$ cat src/rtl/general_register_file_pkg.sv
// Shared constants and types for the four-entry general register file.
package general_register_file_pkg;
  localparam int DEFAULT_WIDTH = 8;
  localparam int NUM_REGS      = 4;

  typedef logic [DEFAULT_WIDTH-1:0] word_t;
endpackage

$ cat src/rtl/general_register_file_gp_reg_cell.sv
// One loadable register with synchronous clear; a load appears on o_q one edge later.
// There is no bypass, so o_q changes only at clock edges.
module gp_reg_cell
  import general_register_file_pkg::*;
#(
  parameter int W = DEFAULT_WIDTH
) (
  input  logic         i_clk,
  input  logic         i_reset,
  input  logic         i_load,
  input  logic [W-1:0] i_d,
  output logic [W-1:0] o_q
);

  logic [W-1:0] r_q;

  // Clear wins over load.
  always_ff @(posedge i_clk) begin
    if (i_reset) begin
      r_q <= '0;
    end else if (i_load) begin
      r_q <= i_d;
    end
  end

  assign o_q = r_q;

endmodule

$ cat src/rtl/general_register_file.sv
// Four independent registers share one write bus; each has its own load and output.
// Write latency is one edge, reads are direct from state, and there is no handshake.
module general_register_file
  import general_register_file_pkg::*;
#(
  parameter int WIDTH = DEFAULT_WIDTH
) (
  input  logic             clk,
  input  logic             reset,
  input  logic             load0,
  input  logic             load1,
  input  logic             load2,
  input  logic             load3,
  input  logic [WIDTH-1:0] in,
  output logic [WIDTH-1:0] out0,
  output logic [WIDTH-1:0] out1,
  output logic [WIDTH-1:0] out2,
  output logic [WIDTH-1:0] out3
);

  logic [NUM_REGS-1:0] w_load;
  logic [WIDTH-1:0]    w_out [NUM_REGS];

  assign w_load = {load3, load2, load1, load0};

  for (genvar g = 0; g < NUM_REGS; g++) begin : g_reg
    gp_reg_cell #(
      .W(WIDTH)
    ) u_cell (
      .i_clk  (clk),
      .i_reset(reset),
      .i_load (w_load[g]),
      .i_d    (in),
      .o_q    (w_out[g])
    );
  end

  assign out0 = w_out[0];
  assign out1 = w_out[1];
  assign out2 = w_out[2];
  assign out3 = w_out[3];

endmodule

$ cat config.mk
export PLATFORM = sky130hd
export DESIGN_NAME = general_register_file
export DESIGN_NICKNAME = d
export VERILOG_FILES = /design/src/rtl/general_register_file_pkg.sv /design/src/rtl/general_register_file_gp_reg_cell.sv /design/src/rtl/general_register_file.sv
export SDC_FILE = /design/constraint.sdc
export NUM_CORES = 1
export LEC_CHECK = 0
export ABC_AREA = 1
export ABC_CLOCK_PERIOD_IN_PS = 1500
export BUFFER_PORTS_ARGS = -buffer_cell sky130_fd_sc_hd__buf_2
export CORE_ASPECT_RATIO = 1.1
export CORE_MARGIN = 4
export CORE_UTILIZATION = 40
export DETAILED_ROUTE_END_ITERATION = 8
export PLACE_DENSITY = 0.7
export SYNTH_ARGS = -nofsm -noshare
export SYNTH_HDL_FRONTEND = slang
export SYNTH_SLANG_ARGS = --single-unit
$ cat constraint.sdc
create_clock -name clk -period 1.5 [get_ports clk]
set_clock_uncertainty 0.1 [all_clocks]
set_input_delay 0.15 -clock clk [delete_from_list [all_inputs] [get_ports clk]]
set_output_delay 0.15 -clock clk [all_outputs]
set_load 0.02 [all_outputs]
* Word level (Yosys, flattened, before mapping)
Index checks and enable logic that the tools add are counted.
** Word-level totals
- Bits in registers :: 32
- Bits of input ports :: 14
- Output and inout bits :: 32
- Logic and storage cells :: 4

* Logic depth before layout (Yosys ltp)
- Depth in word-level cells :: 0
- Mapped depth :: 5
- Gate-level depth less buffers :: 4

* By module
From an unflattened synthesis, not the netlist that was laid out.
** Second synthesis, totals
- Cells, all modules :: 204
- Area, all modules :: 1366.3 um^2
** Modules (own cells, without submodules)
- gp_reg_cell :: instances 4, cells each 51, area each 341.6 um^2, sequential area each 160.2 um^2

* Least setup slack after synthesis
OpenSTA, ideal clock, no wires.
- Path kind :: input to register
- Start point :: input port load0
- End point :: register g_reg[0].u_cell.r_q[1]
- Library setup time :: 0.114 ns
- Data arrival time :: 0.539 ns
- Required time :: 1.286 ns
- Setup slack :: 0.747 ns
- Stages on the path :: 4
- Path buffers :: 2
- Cell sequence :: buf_6 buf_6 nor2_1 nor2_2
** RTL lines
- from (decl) :: RTL line general_register_file.sv:10 : input logic load0,
- to (signal assigned) :: RTL line general_register_file_gp_reg_cell.sv:22 : r_q <= i_d;
- to (decl) :: RTL line general_register_file_gp_reg_cell.sv:15 : logic [W-1:0] r_q;

* Worst setup path in the final report
- Start point :: register g_reg[2].u_cell.r_q[1]
- End point :: output port out2[1]
** RTL lines
- from (decl) :: RTL line general_register_file_gp_reg_cell.sv:15
- from (signal assigned) :: RTL line general_register_file_gp_reg_cell.sv:22
- to (decl) :: RTL line general_register_file.sv:17 : output logic [WIDTH-1:0] out2,
No word-level cell between the ends.

==> impl_metrics.ini <==
[outcome]
status = completed

[clocking]
cts_buffers = 5
cts_hold_buf = 0
clk_latency_ns = 0.32
tritoncts = done
htree_levels = 2
cts-root-buf = clkbuf_4
post_cts_resized = 0
clkSinkCount = 32
cts_max_path_buffers = 2
cts.clk_slew.worst_paths_ns = 0.10
cts_setup_buffers = 0

[global_route]
grt_pass1_wl_um = 4402
grt_max_degree = 33
antenna_found_initial = 0
grt-ovfl-total = 0
grt_pass1_vias = 940
track_usage = 0.1476

[placement]
place_area_sq_um = 1430
gp_congestion = 0.7447
dpl.hpwl_um = 1892
place.port_buffers = 45

[critical_path]
crit_family = flip-flops
crit_chain = buf_2
cp.arrival_ns = 0.86
reg2reg_slack_ns = 0.83
critPathMaxStageDelay_ns = 0.36
r2r_start = g_reg[3].u_cell.o_q[7]$_SDFFE_PP0P_
reg2reg_depth = 2
worstSetupStartpointType = flip-flop
slowest_stage = dfxtp_1
cp.required_ns = 1.25
path_class = flip-flop to output pin
cp-end-kind = output pin
reg2reg_to = g_reg[3].u_cell.o_q[7]$_SDFFE_PP0P_
worst-path-max-fanout = 2
cp_num_buf_inv = 1

[timing]
setup-tns-final_ns = 0
slew_viol_final = 0
tightest_slew_ns = 0.4846
slew_headroom = 0.6765
rsz0062_at_grt = no
hold_viol_final = 0
setup_viol = 0
fmax_mhz = 903.6
holdWs_ns = 0.07347
final.min_clock_period_ns = 1.107
period_share = 0.7378

[yosys]
yosys-top-cells-area = dfxtp_1 (50%), nand2_1 (19%), nor2_1 (18%)
syn_inst = 180
yosysTopAreaCellShare = 0.4976
synth_compound_area_frac = 0
synth_xor_area_frac = 0
synth-simple-area-share = 0.3790
yosysUniqueCellTypes = 9
synth_commonest_cells = nand2_1 (64), nor2_1 (61), dfxtp_1 (32)
synth-adder-area-share = 0
synth_edf_count = 0
syn_nets = 194
yosysTopAreaCell = dfxtp_1
synth_top_family_by_area = simple AND/OR/NAND/NOR gates
synth_most_common_cell = nand2_1
ys_dominant_reg_cell = dfxtp_1
muxShareOfSynthArea = 0
syn_avg_cell_area_sq_um = 7.153
syn-cell-area_sq_um = 1287
ys_ff_latch = 32
yosysWarnings = 0
seq_area_frac_synth = 0.4976
async_flop_share = 0

[layout]
seq_area_sq_um = 640.6
drive_gt1_frac = 0.2523
diodes = 0
largest_reg_flops = 32
final_nets = 235
multi_input_area_sq_um = 488.0
areaGrowthSynthToFinish_pct = 17.01
fin_area_sq_um = 1506
nFillCells = 335

[job]
cap_violations = 0

[die]
design.core.area_sq_um = 3074
die_h_um = 67.50
io_pins = 46
initial_utilization = 0.4188
rows = 21
die_area_sq_um = 4191
die_w_um = 62.10

[min_path]
holdPathStages = 5
holdPathEnd = g_reg[2].u_cell.o_q[6]$_SDFFE_PP0P_
min-delay-start = in[6]
hp-class = input pin to flip-flop

[routing]
wire_per_inst_um = 10.68
finalWirelength_um = 2735
vias_per_cell = 4.434
dr_total_vias = 1135
antenna_left = 0
firstDrtPassIters = 4
dr.first_iter.drc_count = 63
drc = 0

[power]
pwr_density_cell_nw_per_um2 = 1240
power.total_mw = 1.868
leakagePower_nw = 0.8587
ir_drop_uv = 793.3
## layout by cell type (no fill, tap or decap)
master and count:
clkinv_2 1, nand2_1 64, clkbuf_1 1, clkbuf_4 5
nor2_1 61, dfxtp_1 32, nor2_2 3, bufinv_16 1
buf_2 45, inv_2 1, inv_1 8
## worst max-delay path by stage
stage / from / to / slack, ns / cells past startpoint
after floorplan: load0 / g_reg[0].u_cell.o_q[1]$_SDFFE_PP0P_ / 0.75 / 4
after global placement: reset / g_reg[3].u_cell.o_q[5]$_SDFFE_PP0P_ / 0.50 / 4
after detailed placement: reset / g_reg[0].u_cell.o_q[1]$_SDFFE_PP0P_ / 0.49 / 4
after CTS: g_reg[3].u_cell.o_q[0]$_SDFFE_PP0P_ / out3[0] / 0.38 / 1
after global routing: g_reg[0].u_cell.o_q[1]$_SDFFE_PP0P_ / out0[1] / 0.33 / 1
final: g_reg[2].u_cell.o_q[1]$_SDFFE_PP0P_ / out2[1] / 0.39 / 1
## metrics by stage
stage,worst slack [ns],utilization,std cells
floorplan,0.7471,-,180
global placement,0.5021,0.4652,248
detailed placement,0.4896,0.4652,248
CTS,0.3763,0.4900,256
global route,0.3339,0.4900,256
finish,0.3933,0.4900,256
## kinds of logic (layout without fill, tap and decap cells)
kind of cell	after synthesis	count (layout)
flip-flops	32	32
buffers and inverters	20	62
AND/OR/NAND/NOR	128	128
## layer usage
metal,vias to the layer above,track usage,share of wire
met1,492,0.1946,0.44
met3,5,0.05927,0.086
met4,0,0.05570,0.021
met2,35,0.2137,0.45
met5,-,0,0
li1,603,-,-
## power by group
group	total (mW)	switching (mW)	internal (mW)	leakage (nW)
Combinational	0.295	0.198	0.0976	0.550
Sequential	0.937	0.0285	0.909	0.266
Clock	0.635	0.286	0.349	0.0422
## cell type report
class,count,share of cell area
Inverter,9,0.02243
Sequential cell,32,0.4253
Clock inverter,2,0.02326
Timing Repair Buffer,45,0.1495
Tap cell,34,0.02824
Multi-Input combinational cell,128,0.3239
Clock buffer,6,0.02741
Note: power is estimated with default switching activity, not from simulation.
